$ cat src/rtl/fifo_rd_stream.sv
// fifo_rd_stream
//   Read-side adapter for async_fifo, living in the rd_clk domain. It pulls
//   words out of the FIFO read port and presents them as a valid/ready stream.
//   The FIFO's one-cycle read latency is hidden behind a 2-entry skid buffer,
//   so a ready consumer receives one word per clock and word order is kept.
//
// Ports
//   rd_clk     read-domain clock
//   rd_rst_n   asynchronous active-low reset
//   empty      FIFO empty flag
//   rd_en      FIFO read strobe (combinational)
//   rd_data    FIFO read data, valid the cycle after an accepted read
//   flush      synchronous discard of buffered and in-flight words
//   out_valid  stream valid
//   out_ready  consumer accepts
//   out_data   stream data (registered, buffer entry 0)
//   word_cnt   number of words transferred on the stream (wraps)

module fifo_rd_stream #(
  parameter int DATA_WIDTH = 8,
  parameter int CNT_WIDTH  = 32
) (
  input  logic                  rd_clk,
  input  logic                  rd_rst_n,
  input  logic                  empty,
  output logic                  rd_en,
  input  logic [DATA_WIDTH-1:0] rd_data,
  input  logic                  flush,
  output logic                  out_valid,
  input  logic                  out_ready,
  output logic [DATA_WIDTH-1:0] out_data,
  output logic [CNT_WIDTH-1:0]  word_cnt
);

  logic [1:0]            stored_q, stored_d;     // words held in the buffer (0..2)
  logic                  inflight_q, inflight_d; // a read was accepted last edge
  logic [DATA_WIDTH-1:0] entry0_q, entry0_d;     // head of the stream
  logic [DATA_WIDTH-1:0] entry1_q, entry1_d;     // skid slot
  logic [CNT_WIDTH-1:0]  cnt_q, cnt_d;

  logic       pop;
  logic       capture;
  logic [1:0] occ_after_pop;
  logic [1:0] base;

  assign out_valid = (stored_q != 2'd0);
  assign out_data  = entry0_q;
  assign word_cnt  = cnt_q;

  assign pop     = out_valid && out_ready;
  // A word arriving from an in-flight read is dropped when flush is high.
  assign capture = inflight_q && !flush;

  // stored + inflight never exceeds 2, and pop implies stored >= 1, so the
  // sum fits in two bits without wrapping.
  assign occ_after_pop = stored_q + {1'b0, inflight_q} - {1'b0, pop};

  // Gated by rd_rst_n so no read is issued while reset is held, even though
  // the buffer state already reads as idle.
  assign rd_en = rd_rst_n && !empty && !flush && (occ_after_pop < 2'd2);

  always_comb begin
    // NOTE: every always_comb output gets a default first so no path can
    // leave it unassigned and infer a latch.
    stored_d   = stored_q;
    entry0_d   = entry0_q;
    entry1_d   = entry1_q;
    inflight_d = rd_en;
    cnt_d      = cnt_q + CNT_WIDTH'(pop);
    base       = stored_q - {1'b0, pop};

    if (flush) begin
      stored_d = 2'd0;
    end else begin
      if (pop) begin
        entry0_d = entry1_q;
      end
      // The captured word goes into the first free slot after the shift.
      if (capture) begin
        if (base == 2'd0) begin
          entry0_d = rd_data;
        end else begin
          entry1_d = rd_data;
        end
        stored_d = base + 2'd1;
      end else begin
        stored_d = base;
      end
    end
  end

  always_ff @(posedge rd_clk or negedge rd_rst_n) begin
    if (!rd_rst_n) begin
      stored_q   <= 2'd0;
      inflight_q <= 1'b0;
      // NOTE: the data entries are reset too, because entry 0 drives out_data
      // directly and must read zero out of reset.
      entry0_q   <= '0;
      entry1_q   <= '0;
      cnt_q      <= '0;
    end else begin
      // NOTE: non-blocking assignments for all state so every flop samples
      // the pre-edge values regardless of statement order.
      stored_q   <= stored_d;
      inflight_q <= inflight_d;
      entry0_q   <= entry0_d;
      entry1_q   <= entry1_d;
      cnt_q      <= cnt_d;
    end
  end

endmodule

$ cat config.mk
export PLATFORM = sky130hd
export DESIGN_NAME = fifo_rd_stream
export DESIGN_NICKNAME = d
export VERILOG_FILES = /design/src/rtl/fifo_rd_stream.sv
export SDC_FILE = /design/constraint.sdc
export NUM_CORES = 1
export LEC_CHECK = 0
export ABC_AREA = 1
export BUFFER_PORTS_ARGS = -buffer_cell sky130_fd_sc_hd__buf_2
export CORE_ASPECT_RATIO = 0.6
export CORE_MARGIN = 1.5
export CORE_UTILIZATION = 55
export DETAILED_ROUTE_END_ITERATION = 8
export HOLD_SLACK_MARGIN = 0.08
export PLACE_DENSITY = 0.8
export SETUP_SLACK_MARGIN = 0.15
export SYNTH_ARGS = -nofsm -noshare
export SYNTH_HDL_FRONTEND = slang
export SYNTH_SLANG_ARGS = --single-unit
$ cat constraint.sdc
create_clock -name rd_clk -period 2.55 [get_ports rd_clk]
set_clock_uncertainty 0.2 [all_clocks]
set_input_delay 0.3825 -clock rd_clk [delete_from_list [all_inputs] [get_ports rd_clk]]
set_output_delay 0.3825 -clock rd_clk [all_outputs]
set_load 0.005 [all_outputs]
[Word level (Yosys, flattened, before mapping)]
Cells that the tools add are included.
Storage, ports and cells
  RAM bits: 0
  bits in latches: 0
  memories: 0
  register bits: 51
  word-level logic and storage cells: 28
  output and inout bits: 42
  ROM bits: 0
Cells by class
  divide/modulo/power cells: 0
  equal/unequal tests: 0
  $lt $le $gt $ge: 1
  $mul: 0
  reduce and logical (&&, ||, !) cells: 10
  bitwise operators: 2
  add/sub/neg operators: 5
  mux-type cells: 5
  shifts and indexed selects: 0
Operators with widths (count)
  32-bit by 1-bit adder with 32-bit output: 1
  8-bit two-way mux: 3
  1-bit logical AND: 5
  2-bit two-way mux: 2
  2-bit by 1-bit subtractor with 2-bit output: 2
  3-bit AND reduction: 1
  2-bit by 1-bit adder with 2-bit output: 1
  2-bit by 1-bit adder with 2-bit output (second input constant): 1
  1-bit zero test: 2
  2-bit zero test: 1
  2-bit less-than comparator (second input constant): 1
  1-bit inverter: 2
  2-bit nonzero test: 1

[Depth between registers and ports, before layout]
  depth in word-level cells: 6
  mapped depth: 12
  depth with buffers taken out: 12

[Worst setup path after synthesis]
Ideal clock, no wire load.
  path kind: register to register
  start: register stored_q[1]
  end: register entry0_q[3] (netlist: out_data[3])
  stages on the path, launching flop included: 12
  slack: 0.561 ns
  arrival: 1.670 ns
  required time: 2.231 ns
  buffers on the path: 1
  cell sequence: dfrtp_1 nor2_2 nor2_4 ha_1 xnor2_1 ha_1 nand2_4 buf_6 o21ai_0 inv_1 o22ai_1 inv_1
Between the ends
  longest elaborated chain between the ends: 6
  elaborated cells on any way between the ends: 7
RTL lines
  start, declared: line 35  | logic [1:0] stored_q, stored_d;
  start signal, assigned: line 104  | stored_q <= stored_d;
  2-bit nonzero test: line 46  | assign out_valid = (stored_q != 2'd0);
  1-bit logical AND: line 50  | assign pop = out_valid && out_ready;
  2-bit by 1-bit subtractor with 2-bit output: line 70  | base = stored_q - {1'b0, pop};
  2-bit zero test: line 80  | if (base == 2'd0) begin
  8-bit two-way mux: line 80
  8-bit two-way mux *: line 79  | if (capture) begin
  end signal, assigned: line 106  | entry0_q <= entry0_d;
  end, declared: line 37  | logic [DATA_WIDTH-1:0] entry0_q, entry0_d;
Every way passes the cells marked *; elsewhere a longest branch is shown, timed or not.
A chain may end at the register's enable or synchronous reset.

[Worst setup path after layout]
  start: register stored_q[1]
  end: register cnt_q[22] (netlist: word_cnt[22])
Between the ends
  longest elaborated chain between the ends: 3
RTL lines
  2-bit nonzero test: line 46
  1-bit logical AND: line 50
  32-bit by 1-bit adder with 32-bit output: line 69  | cnt_d = cnt_q + CNT_WIDTH'(pop);
  net cnt_d[22]: line 39  | logic [CNT_WIDTH-1:0] cnt_q, cnt_d;
  end signal, assigned: line 108  | cnt_q <= cnt_d;
  end, declared: line 39
The timed path passes the listed nets, and every way through them passes these cells.

==> results.md <==
* Slowest stage delay, CP at between 400 and 500 ps
* Max-slew violations at 0
* Synth Instances at roughly 340
* Hold WC Path Type: primary input to register
* Clock transition at path regs at 90 ps
* Post-CTS sizing at 0
* Pwr Density at about 700 nW/um2
* Final Cell Area at 3160 um2
* Die width at 94.0 um
* Asr flop ratio synth at 100%
* Skew-Pair Late Insertion Delay at around 310 ps
* Root Buffer: clkbuf_8
* CP Depth at 12
* Cells on Worst Hold Path at 3
* Max_slew headroom at between 50% and 60%
* Grt ovf at 0
* Synth warn at 0
* Pre-antenna DRT Iters at 4
* Most numerous cell on the critical path: nand2_1
* Maximum clock insertion buffer count at 2
* Unique masters post-synth at 29
* Yosys reg bits at 51
* Starting density of the core at 58.6%
* Layout area overhead at 15.8%
* Tcrit/Tclk final at a little over four fifths
* Cell depth of the worst flop-to-flop path at 12
* FF-to-FF setup slack at between 300 and 400 ps
* Design Power at about 2200 uW
* Core area at around 4700 um2
* F_max at 464 MHz
* Crit path max fanout at 10
* I/O pin count at 55
* Reg2reg end: word_cnt[22]$_DFF_PN0_
* Global Route Usage Sum at 25.0%
* Residual DRC at 0
* Leakage Power at about 0.0016 uW
* Post-layout util at slightly below 70%
* Slowest cell on the critical path: dfrtp_1
* Antenna Cells at 0
* Setup Slack @ Placement at about 380 ps
* Fin nets at 418
* Sum of buffers and inverters on the critical path at 1
* H-tree Lvls at 2
* Top_reg_cell synth: dfrtp_1
* Row cnt at 19
* Setup TNS at 0 ps
* Total placed instance area at around 3000 um2
* Buffers on Ports at 54
* Share of layout cells above drive strength 1 at 20.4%
* DRT iter0 DRCs at roughly 220
* Tmin final at approximately 2200 ps
* Critical Path RT at between 2000 and 3000 ps
* RSZ-0062 raised after global routing: no
* Setup bufs post-CTS at 0
* Critical Path Sink Type: register
* Final ANT Viol Nets at 0
* Hold endpoint: entry1_q[1]$_DFFE_PN0P_
* Run status: complete, no violations
* Die ar. at ~5400 um2
* DR vias at approximately 2,300
* Final GP Congestion at approximately 0.94
* Crit path DAT at around 2200 ps
* CTS Buf Count at 5
* CP startpoint kind: register
* Max VDD drop at 0.569 mV
* TritonCTS clock tree: done
* Slew @ Worst Pin at 636 ps
* Worst-path cell chain: inv_1 > nand2_2 > nand2_4 > nor2_1 > ha_1 > nand3_2 > nor2_2 > nand2_1 > nor2_2 > nand2_1 > nand2_1 > nand2_1
* Worst setup margin at about 390 ps
* DRT Wirelength at 6080 um
* Top cell family by delay on the critical path: simple AND/OR/NAND/NOR gates
* Sequential fraction of the synthesis area at between 40% and 50%
* Via density at between 5 and 6
* Worst hold start: rd_data[1]
* Post-CTS Hold Buffers at 1
* Post-synth EDFFs at 0
* WL/cell at about 13 um
* Synthesized area at about 2700 um2
* Avg Cell Area, Syn at roughly 8.0 um2
* Critical path type: register to register
* Number of global-route vias before repair at approximately 2,200
* Max_cap viols at 0
* Final Hold Viols at 0
* Die Y at between 50 and 60 um
* Pin count of the biggest net entering global routing at 52
* First-pass GRT wire length at just over 10,000 um
* DP HPWL at around 4700 um
* Reg2reg start: stored_q[1]$_DFF_PN0_
* Final setup violation count at 0
* Synthesized Nets at approximately 360
* Initial antenna violation count at 0
* CTS sink cnt at between 50 and 60
==> cell usage in the layout, fill, tap and decap left out, drive strengths merged, types with 2 or more instances in the layout <==
cell type	instances
nor3	2
xor2	12
nand4	4
dfrtp	51
nand3b	7
inv	52
buf	55
o22ai	8
nand2	94
ha	4
clkbuf	6
xnor2	8
nand3	13
o21ai	28
nor2	51
==> how the worst max path moves through the flow <==
stage,startpoint,to,slack [ps]
final,stored_q[1]$_DFF_PN0_,word_cnt[22]$_DFF_PN0_,390
after global routing,stored_q[1]$_DFF_PN0_,out_data[2]$_DFFE_PN0N_,160
after CTS,stored_q[1]$_DFF_PN0_,word_cnt[22]$_DFF_PN0_,410
after detailed placement,out_ready,out_data[1]$_DFFE_PN0N_,380
after global placement,stored_q[1]$_DFF_PN0_,word_cnt[22]$_DFF_PN0_,480
after floorplan,stored_q[1]$_DFF_PN0_,out_data[3]$_DFFE_PN0N_,560
==> worst min-delay path, stage by stage <==
cell,delay [ps]
buf_2,90
inv_1,50
o21ai_1,60
==> power by group <==
part	internal, uW	leakage, uW	switching (uW)
combinational	264	0.000936	332
sequential	984	0.000661	141
clock	192	0.0000412	269
==> per-stage QoR <==
stage | hold WS, ps | cells
2_1_floorplan | -113 | 341
3_3_place_gp | 271 | 456
3_5_place_dp | 275 | 456
4_1_cts | 120 | 465
5_1_grt | 125 | 465
6_report | 118 | 465
==> layer usage <==
layer / track usage (%) / wire length [um]
met5: 0 / 0
met4: 7.04 / 61
met3: 6.27 / 499
met2: 33.4 / 2350
met1: 39.7 / 3170
==> cells by family (layout without fill, tap and decap cells) <==
group           count (synthesis)  in the layout  share of synthesized area (%)
fa+ha+maj                       4              4                           1.83
buf+inv                        55            116                           7.93
flops                          51             51                           46.7
simple gates                  172            172                           29.0
xor+xnor                       20             20                           6.42
compound gates                 39             39                           8.07
==> area by class of cell <==
class                      count  area (um2)
clock buffer                   6        72.6
clock inverter                 2        12.5
fill                         408        1500
inverter                      52         195
multi-input combinational    235        1240
sequential                    51        1280
tap                           63        78.8
timing repair buffer          56         288
==> cells in the mapped netlist, types with 2 or more instances <==
master	count	share of area [%]
nor2_4	2	0.82
inv_1	50	6.9
buf_2	2	0.37
dfrtp_1	51	47
nor2_1	40	5.5
nand4_1	4	0.92
o22ai_1	8	1.8
nor3_1	2	0.37
nand2_4	2	0.82
o21ai_0	12	2.2
nand3_1	11	2.0
xor2_1	12	3.8
inv_2	2	0.28
xnor2_1	8	2.6
nand3b_1	7	1.9
o21ai_1	15	2.7
nand2_2	2	0.46
nor2_2	8	1.8
ha_1	4	1.8
nand2_1	90	12
==> state kept, by name, summed over array words and instances (netlist names) <==
signal      cells
entry1_q        8
inflight_q      1
out_data        8
stored_q        2
word_cnt       32
(Power assumes the default switching activity.)
